## src/rtl/umbral_cfg_loader_pkg.sv

```systemverilog
// Shared definitions for the threshold loader and the flow-control FSM it feeds:
// loader state encodings, host register address map and field widths.
package umbral_cfg_loader_pkg;

  typedef enum logic [2:0] {
    ST_RESET     = 3'd0,
    ST_LOAD      = 3'd1,
    ST_INIT_HOLD = 3'd2,
    ST_WAIT_IDLE = 3'd3,
    ST_RUN       = 3'd4,
    ST_FAULT     = 3'd5
  } ldr_state_t;

  localparam int ADDR_W  = 3;
  localparam int DATA_W  = 16;
  localparam int MF_W    = 4;
  localparam int VC_W    = 16;
  localparam int D_W     = 4;
  localparam int ERR_W   = 5;
  localparam int FCODE_W = ERR_W + 1;
  localparam int ICNT_W  = 4;
  localparam int TMR_W   = 8;

  localparam logic [ADDR_W-1:0] ADDR_MF = 3'd0;
  localparam logic [ADDR_W-1:0] ADDR_V0 = 3'd1;
  localparam logic [ADDR_W-1:0] ADDR_V1 = 3'd2;
  localparam logic [ADDR_W-1:0] ADDR_D0 = 3'd3;
  localparam logic [ADDR_W-1:0] ADDR_D1 = 3'd4;

  // Addresses above D1 decode to nothing and are flagged to the host.
  function automatic logic addr_is_mapped(input logic [ADDR_W-1:0] addr);
    return addr <= ADDR_D1;
  endfunction

endpackage

```

## src/rtl/umbral_cfg_loader_sat_counter.sv

```systemverilog
// Saturating up-counter used as the idle-wait timeout. tc flags the cycle in
// which an enabled count reaches LIMIT on the next edge, so the owner can act
// on the same edge the count arrives there.
module sat_counter
  import umbral_cfg_loader_pkg::*;
#(
  parameter int CNT_W = TMR_W,
  parameter int LIMIT = 16
) (
  input  logic clk,
  input  logic reset,
  input  logic en,
  input  logic clr,
  output logic tc
);

  localparam logic [CNT_W-1:0] TC_VAL  = CNT_W'(LIMIT - 1);
  localparam logic [CNT_W-1:0] MAX_VAL = CNT_W'(LIMIT);

  logic [CNT_W-1:0] count;

  // Count while enabled, hold at LIMIT rather than wrap; clear wins over enable.
  always_ff @(posedge clk) begin
    if (!reset) begin
      count <= '0;
    end else if (clr) begin
      count <= '0;
    end else if (en && (count != MAX_VAL)) begin
      count <= count + CNT_W'(1);
    end
  end

  assign tc = en && !clr && (count >= TC_VAL);

endmodule

```

## src/rtl/umbral_cfg_loader.sv

```systemverilog
// Host-facing threshold loader: shadow registers written over a valid/ready
// port, copied to the active threshold outputs on commit, followed by an init
// pulse to the flow-control FSM and a bounded wait for it to report idle.
//
// state        | meaning
// -------------+-----------------------------------------------------------
// ST_RESET     | just out of reset, nothing accepted yet
// ST_LOAD      | accepting shadow writes, waiting for first commit
// ST_INIT_HOLD | thresholds applied, init held high for INIT_CYCLES
// ST_WAIT_IDLE | init released, waiting for idle/active within IDLE_TIMEOUT
// ST_RUN       | FSM running; shadow writes and re-commit allowed
// ST_FAULT     | error or timeout seen; sticky until reset
module umbral_cfg_loader
  import umbral_cfg_loader_pkg::*;
#(
  parameter int INIT_CYCLES  = 2,
  parameter int IDLE_TIMEOUT = 16
) (
  input  logic                 clk,
  input  logic                 reset,
  input  logic                 cfg_valid,
  input  logic [ADDR_W-1:0]    cfg_addr,
  input  logic [DATA_W-1:0]    cfg_data,
  output logic                 cfg_ready,
  input  logic                 cfg_commit,
  output logic                 cfg_addr_err,
  output logic                 init,
  output logic [MF_W-1:0]      UmbralesMFs,
  output logic [2*VC_W-1:0]    UmbralesVCs,
  output logic [2*D_W-1:0]     UmbralesDs,
  input  logic                 idle_out_cond,
  input  logic                 active_out_cond,
  input  logic                 error_out_cond,
  input  logic [ERR_W-1:0]     error_full_cond,
  output logic                 busy,
  output logic                 running,
  output logic                 fault,
  output logic [FCODE_W-1:0]   fault_code
);

  localparam logic [ICNT_W-1:0] INIT_LOAD = ICNT_W'(INIT_CYCLES);

  ldr_state_t        state;
  logic [ICNT_W-1:0] init_cnt;

  logic [MF_W-1:0]   sh_mf, nx_mf;
  logic [VC_W-1:0]   sh_v0, nx_v0;
  logic [VC_W-1:0]   sh_v1, nx_v1;
  logic [D_W-1:0]    sh_d0, nx_d0;
  logic [D_W-1:0]    sh_d1, nx_d1;

  logic wr_en;
  logic tmr_en;
  logic tmr_clr;
  logic tmr_tc;

  assign wr_en   = cfg_valid && cfg_ready;
  assign tmr_en  = (state == ST_WAIT_IDLE);
  assign tmr_clr = (state != ST_WAIT_IDLE);

  // Shadow values including this cycle's write, so a same-cycle commit
  // picks up the freshly written data.
  always_comb begin
    nx_mf = sh_mf;
    nx_v0 = sh_v0;
    nx_v1 = sh_v1;
    nx_d0 = sh_d0;
    nx_d1 = sh_d1;
    if (wr_en) begin
      case (cfg_addr)
        ADDR_MF: nx_mf = cfg_data[MF_W-1:0];
        ADDR_V0: nx_v0 = cfg_data;
        ADDR_V1: nx_v1 = cfg_data;
        ADDR_D0: nx_d0 = cfg_data[D_W-1:0];
        ADDR_D1: nx_d1 = cfg_data[D_W-1:0];
        default: ;
      endcase
    end
  end

  // Shadow registers track the merged write values.
  always_ff @(posedge clk) begin
    if (!reset) begin
      sh_mf <= '0;
      sh_v0 <= '0;
      sh_v1 <= '0;
      sh_d0 <= '0;
      sh_d1 <= '0;
    end else begin
      sh_mf <= nx_mf;
      sh_v0 <= nx_v0;
      sh_v1 <= nx_v1;
      sh_d0 <= nx_d0;
      sh_d1 <= nx_d1;
    end
  end

  // One-cycle flag for an accepted write to an unmapped address.
  always_ff @(posedge clk) begin
    if (!reset) begin
      cfg_addr_err <= 1'b0;
    end else begin
      cfg_addr_err <= wr_en && !addr_is_mapped(cfg_addr);
    end
  end

  sat_counter #(
    .CNT_W (TMR_W),
    .LIMIT (IDLE_TIMEOUT)
  ) u_idle_timer (
    .clk   (clk),
    .reset (reset),
    .en    (tmr_en),
    .clr   (tmr_clr),
    .tc    (tmr_tc)
  );

  // Sequencer with registered status outputs; error beats commit, idle and timeout.
  always_ff @(posedge clk) begin
    if (!reset) begin
      state       <= ST_RESET;
      init_cnt    <= '0;
      init        <= 1'b0;
      cfg_ready   <= 1'b0;
      busy        <= 1'b0;
      running     <= 1'b0;
      fault       <= 1'b0;
      fault_code  <= '0;
      UmbralesMFs <= '0;
      UmbralesVCs <= '0;
      UmbralesDs  <= '0;
    end else begin
      case (state)
        ST_RESET: begin
          state     <= ST_LOAD;
          cfg_ready <= 1'b1;
        end

        ST_LOAD, ST_RUN: begin
          if ((state == ST_RUN) && error_out_cond) begin
            state      <= ST_FAULT;
            fault      <= 1'b1;
            fault_code <= {1'b0, error_full_cond};
            running    <= 1'b0;
            cfg_ready  <= 1'b0;
          end else if (cfg_commit) begin
            state       <= ST_INIT_HOLD;
            UmbralesMFs <= nx_mf;
            UmbralesVCs <= {nx_v0, nx_v1};
            UmbralesDs  <= {nx_d0, nx_d1};
            init_cnt    <= INIT_LOAD;
            init        <= 1'b1;
            busy        <= 1'b1;
            running     <= 1'b0;
            cfg_ready   <= 1'b0;
          end
        end

        ST_INIT_HOLD: begin
          if (error_out_cond) begin
            state      <= ST_FAULT;
            fault      <= 1'b1;
            fault_code <= {1'b0, error_full_cond};
            init       <= 1'b0;
            busy       <= 1'b0;
            init_cnt   <= '0;
          end else if (init_cnt <= ICNT_W'(1)) begin
            state    <= ST_WAIT_IDLE;
            init     <= 1'b0;
            init_cnt <= '0;
          end else begin
            init_cnt <= init_cnt - ICNT_W'(1);
          end
        end

        ST_WAIT_IDLE: begin
          if (error_out_cond) begin
            state      <= ST_FAULT;
            fault      <= 1'b1;
            fault_code <= {1'b0, error_full_cond};
            busy       <= 1'b0;
          end else if (idle_out_cond || active_out_cond) begin
            state     <= ST_RUN;
            busy      <= 1'b0;
            running   <= 1'b1;
            cfg_ready <= 1'b1;
          end else if (tmr_tc) begin
            state      <= ST_FAULT;
            fault      <= 1'b1;
            fault_code <= {1'b1, error_full_cond};
            busy       <= 1'b0;
          end
        end

        ST_FAULT: begin
          state <= ST_FAULT;
        end

        default: begin
          state     <= ST_RESET;
          init      <= 1'b0;
          cfg_ready <= 1'b0;
          busy      <= 1'b0;
          running   <= 1'b0;
        end
      endcase
    end
  end

endmodule

```

## config.mk

```make
export PLATFORM = sky130hd
export DESIGN_NAME = umbral_cfg_loader
export DESIGN_NICKNAME = d
export VERILOG_FILES = /design/src/rtl/umbral_cfg_loader_pkg.sv /design/src/rtl/umbral_cfg_loader_sat_counter.sv /design/src/rtl/umbral_cfg_loader.sv
export SDC_FILE = /design/constraint.sdc
export NUM_CORES = 1
export LEC_CHECK = 0
export BUFFER_PORTS_ARGS = -buffer_cell sky130_fd_sc_hd__clkbuf_2
export CORE_MARGIN = 2
export CORE_UTILIZATION = 50
export DETAILED_ROUTE_END_ITERATION = 8
export PLACE_DENSITY = 0.82
export SYNTH_ARGS = -nofsm -noshare
export SYNTH_HDL_FRONTEND = slang
export SYNTH_SLANG_ARGS = --single-unit
```

## constraint.sdc

```tcl
create_clock -name clk -period 3.55 [get_ports clk]
set_input_delay 0.5325 -clock clk [delete_from_list [all_inputs] [get_ports clk]]
set_output_delay 0.5325 -clock clk [all_outputs]
set_load 0.005 [all_outputs]
```

Yosys cells after proc, flatten, opt, wreduce, memory -nomap -nowiden:

Cells that the tools add are included.

* logic and storage cells: 129
* input port bits: 31
* register bits: 115
* output and inout bits: 56

* reduce and logical (&&, ||, !) cells: 27
* order comparisons: 3
* add/subtract/negate cells: 2
* bitwise gates (word level): 6
* equality and inequality tests: 22
* muxes and demuxes: 51

Operators by type and width (count)
* $mux 16: 4
* $mux 4: 10
* $mux 6: 5
* $mux 3: 7
* $pmux 6 s3: 1
* $mux 1: 17
* $pmux 3 s5: 1
* $eq 3x2->1 const B: 4
* $ne 2x2->1 const B: 6
* $ne 3x3->1 const B: 4
* $reduce_and 4->1: 3
* $reduce_and 5->1: 2
* $eq 3x3->1 const B: 3
* $pmux 1 s3: 3
* $reduce_and 3->1: 3
* $add 8x1->8 const B: 1
* $ge 8x4->1 const B: 1
* $ne 8x5->1 const B: 1
* $pmux 1 s4: 2
* $pmux 4 s2: 1
* $reduce_or 2->1: 4
* $eq 3x1->1 const B: 2
* $logic_and 1x1->1: 6
* $logic_not 3->1: 2
* 11 further kinds: 18

Depth between registers and ports, before layout:

* depth after elaboration: 8
* mapped depth: 6
* depth with buffers taken out: 6

Cells and area by module:

From an unflattened synthesis, not the netlist that was laid out.

* cells, all modules: 487
* area total of the unflattened synthesis: 4569.4 µm²

Modules (own cells, without submodules)
* umbral_cfg_loader: sequential area each 2142.1 µm², times used 1, cells each 437, area an instance 4150.2 µm²
* sat_counter: sequential area each 160.2 µm², times used 1, cells each 50, area an instance 419.2 µm²

Worst setup path before layout:

OpenSTA, ideal clock, no wires.

* path type: reg2reg
* start point: register init_cnt[0]
* end point: register init_cnt[3]
* cell stages (with the launch flop): 7
* buffers on the path: 0
* library setup time: 0.119 ns
* slack: 1.774 ns
* arrival: 1.657 ns
* clock period less this slack: 1.776 ns
* cell sequence: dfxtp_1 -> inv_1 -> ha_1 -> nor2_1 -> o311ai_0 -> and2b_1 -> o221a_2

* longest elaborated chain between the ends: 4
* elaborated cells between the ends (all ways): 5
* those cells by class: add/sub (1); order compare (1); mux (3)

RTL lines
* start, declared: RTL line umbral_cfg_loader.sv:44 `logic [ICNT_W-1:0] init_cnt;`
* start signal, assigned: RTL line umbral_cfg_loader.sv:172 `init_cnt <= init_cnt - ICNT_W'(1);`
* $sub 4x1->4 or $le 4x1->1 (tied branches): RTL line umbral_cfg_loader.sv:172, umbral_cfg_loader.sv:167
* $mux 4 *: RTL line umbral_cfg_loader.sv:167 `end else if (init_cnt <= ICNT_W'(1)) begin`
* $mux 4 *: RTL line umbral_cfg_loader.sv:160 `if (error_out_cond) begin`
* $pmux 4 s2 *: RTL line umbral_cfg_loader.sv:133 `case (state)`

Every way passes the cells marked *; elsewhere a longest branch is shown, timed or not.
A chain may end at the register's enable or synchronous reset.

Final worst setup path:

* start point: register state[2]
* end point: register UmbralesVCs[14]

* longest elaborated chain between the ends: 4
* elaborated cells between the ends (all ways): 6
* those cells by class: eq/ne (2); bitwise (1); reduce/logical (3)

RTL lines
* start, declared: RTL line umbral_cfg_loader.sv:43 `ldr_state_t state;`
* start signal, assigned: RTL line umbral_cfg_loader.sv:121 `state <= ST_RESET;`
* start signal, assigned: RTL line umbral_cfg_loader.sv:135 `state <= ST_LOAD;`
* start signal, assigned: RTL line umbral_cfg_loader.sv:141 `state <= ST_FAULT;`
* $eq 3x3->1: RTL line umbral_cfg_loader.sv:133, umbral_cfg_loader.sv:140
* $logic_and 1x1->1: RTL line umbral_cfg_loader.sv:140 `if ((state == ST_RUN) && error_out_cond) begin`
* $not 1->1 (no line)
* $reduce_and 3->1 (no line) *
* end signal, assigned: RTL line umbral_cfg_loader.sv:149 `UmbralesVCs <= {nx_v0, nx_v1};`
* end, declared: RTL line umbral_cfg_loader.sv:29 `output logic [2*VC_W-1:0] UmbralesVCs,`

Marks and branches as above.

==> flow_metrics.env <==
export IMPL_maxSlewHeadroom_pct=28.3
export IMPL_fin_crit_sh_pct=69.0
export IMPL_fmax_mhz=408
export IMPL_core_area_sq_um=8810
export IMPL_required_ns=3.98
export IMPL_fp_dieArea_sq_um=9900
export IMPL_diodes=0
export IMPL_drt_total_wl_microns=10300
export IMPL_yosys_register_bits=115
export IMPL_peakVddDrop_uv=404
export IMPL_synth_nets=510
export IMPL_hpwl_microns=6590
export IMPL_grt_pass1_wl_microns=17200
export IMPL_ctsResizeCount=0
export IMPL_antenna_found_initial=0
export IMPL_hold_buffers=0
export IMPL_rsz0062_at_grt="false"
export IMPL_worstMarginPinSlew_ns=1.08
export IMPL_syn_inst=475
export IMPL_antenna_left=0
export IMPL_start_util_pct=51.8
export IMPL_dp_worst_setup_slack_ns=1.13
export IMPL_final_cell_mix="115 x dfxtp_1, 86 x clkbuf_2, 52 x o21ai_0"
export IMPL_top_layer="met4"
export IMPL_status="finished, final reports clean"
export IMPL_drt_iter0_markers=195
export IMPL_finalClockSkew_ns=0.00557
export IMPL_worst_slack_ns=1.10
export IMPL_overflow=0
export IMPL_ys_types=52
export IMPL_grt_pass1_vias=3649
export IMPL_nets=585
export IMPL_drt_met1_wl_microns=4670
export IMPL_worstSetupPathType="flop to flop"
export IMPL_clk_pin_slew_ns=0.06
export IMPL_clockBufferDepth=2
export IMPL_post_cts_buffers=0
export IMPL_clock_sinks=115
export IMPL_seq_area_frac_synth_pct=50.5
export IMPL_p_per_area_nw_per_um2=673
export IMPL_numCtsBuffers=17
export IMPL_wl_per_cell_microns=15.4
export IMPL_dr_wl_met2_microns=4980
export IMPL_htree_levels=4
export IMPL_startpoint_type="flop"
export IMPL_crit_fanout=89
export IMPL_hold_viol_final=0
export IMPL_drc=0
export IMPL_setup_viol=0
export IMPL_final_common_cell="dfxtp_1"
export IMPL_routed_via_density=5.48
export IMPL_clock_latency_ns=0.51
export IMPL_end_kind="flop"
export IMPL_met3_length_microns=508
export IMPL_async_flop_share_pct=0
export IMPL_leakage_nw=2.34
export IMPL_die_h_microns=99.5
export IMPL_synth_flop_cell="dfxtp_1"
export IMPL_cp_arrival_ns=2.88
export IMPL_power_mw=3.77
export IMPL_drv_slew=0
export IMPL_yosysWarningCount=0
export IMPL_chipWidth_microns=99.5
export IMPL_io_pins=87
export IMPL_layout_area_overhead_vs_synth_pct=22.7
export IMPL_timing_setup_tns_ns=0
export IMPL_root_buffer="clkbuf_8"
export IMPL_grt_usage_pct=21.8
export IMPL_hold_class="input port to flop"
export IMPL_syn_area_sq_um=4560
export IMPL_portBuffers=86
export IMPL_synth_edf_count=0
export IMPL_drive_above_1_share_pct=22.9
export IMPL_grt_max_degree=90
export IMPL_syn_area_per_cell_sq_um=9.60
export IMPL_dr_total_vias=3679
export IMPL_gp_congestion=0.794
export IMPL_cap_viol_max_count=0
export IMPL_cts_tree="yes"
export IMPL_fin_crit_ns=2.45
export IMPL_row_count=34
export IMPL_drt_pass1_iter_count=4
-- stage by stage --
| step | cell area [sq um] | hold slack (ns) | utilization, % | cells |
|---|---|---|---|---|
| floorplan | 4560 | 0.438 | - | 475 |
| global placement | 5020 | 0.432 | 57.0 | 639 |
| detailed placement | 5020 | 0.455 | 57.0 | 639 |
| CTS | 5600 | 0.230 | 63.6 | 671 |
| global route | 5600 | 0.230 | 63.6 | 671 |
| finish | 5600 | 0.251 | 63.6 | 671 |
-- layout make-up --
| cell class | count | area, sq um |
|---|---|---|
| tap | 108 | 135 |
| inverter | 11 | 41.3 |
| clock inverter | 14 | 154 |
| fill | 696 | 3210 |
| timing repair buffer | 90 | 473 |
| sequential | 115 | 2300 |
| multi-input combinational | 315 | 2060 |
| clock buffer | 18 | 428 |
-- worst paths after layout --
kind                                    startpoint              end  slack, ns  depth (start not counted)
worst max register to register            state[2]  UmbralesVCs[14]       1.10                          5
worst min-delay path            error_full_cond[2]    fault_code[2]       0.25                          3
worst max-delay path                      state[2]  UmbralesVCs[14]       1.10                          5
worst min register to register       fault_code[2]    fault_code[2]       0.46                          2
-- where the power goes --
part / switching (mW) / internal, mW
clock: 0.625 / 1.02
sequential: 0.116 / 1.44
combinational: 0.316 / 0.250
total: 1.06 / 2.71
-- cell families (layout without fill, tap and decap cells) --
kind of cell	Yosys count	in the layout	share of synthesized area, %
AND/OR/NAND/NOR	128	128	15.7
AO/OA/AOI/OAI	126	126	15.8
flip-flops	115	115	50.5
adder cells (fa/ha/maj)	4	4	1.10
XOR/XNOR	6	6	1.15
buffers and inverters	45	133	4.28
multiplexers	51	51	11.5
-- sequential cells by signal (all words and copies together) (netlist names) --
name	count
UmbralesVCs	32
sh_v0	16
sh_v1	16
UmbralesDs	8
u_idle_timer.count	8
fault_code	6
UmbralesMFs	4
init_cnt	4
sh_d0	4
sh_d1	4
sh_mf	4
state	3
busy	1
cfg_addr_err	1
cfg_ready	1
fault	1
init	1
running	1
-- metal layers --
metal,track usage [%],up-vias
li1,-,1807
met1,26.8,1744
met2,35.3,111
met3,8.08,17
met4,7.48,0
met5,0,-
-- synthesized netlist by cell type, drive strengths merged, types with 2 or more instances --
cell    count  area (sq um)
dfxtp     115          2300
a21oi      52           272
o21ai      52           260
mux2i      50           500
nor2b      49           307
nand2      25          93.8
clkbuf     19          71.3
nor2       16          60.1
buf        15          82.6
inv        11          41.3
nand3       6          30.0
nor3        5          25.0
and3b       4          35.0
ha          4          50.1
nand2b      4          25.0
xor2        4          35.0
nand4       3          18.8
nor3b       3          22.5
a21boi      2          18.8
a31oi       2          12.5
nand3b      2          15.0
o211a       2          20.0
o221a       2          22.5
o311ai      2          17.5
xnor2       2          17.5
-- worst max-delay path, cell delays in order, from the launching register on --
cell and delay [ns]:
dfxtp_1 0.66, or3b_1 0.46, a21oi_4 0.16, buf_4 0.61, o21ai_0 0.23, a21oi_1 0.19
No activity file was read; power rests on OpenSTA's default activity.
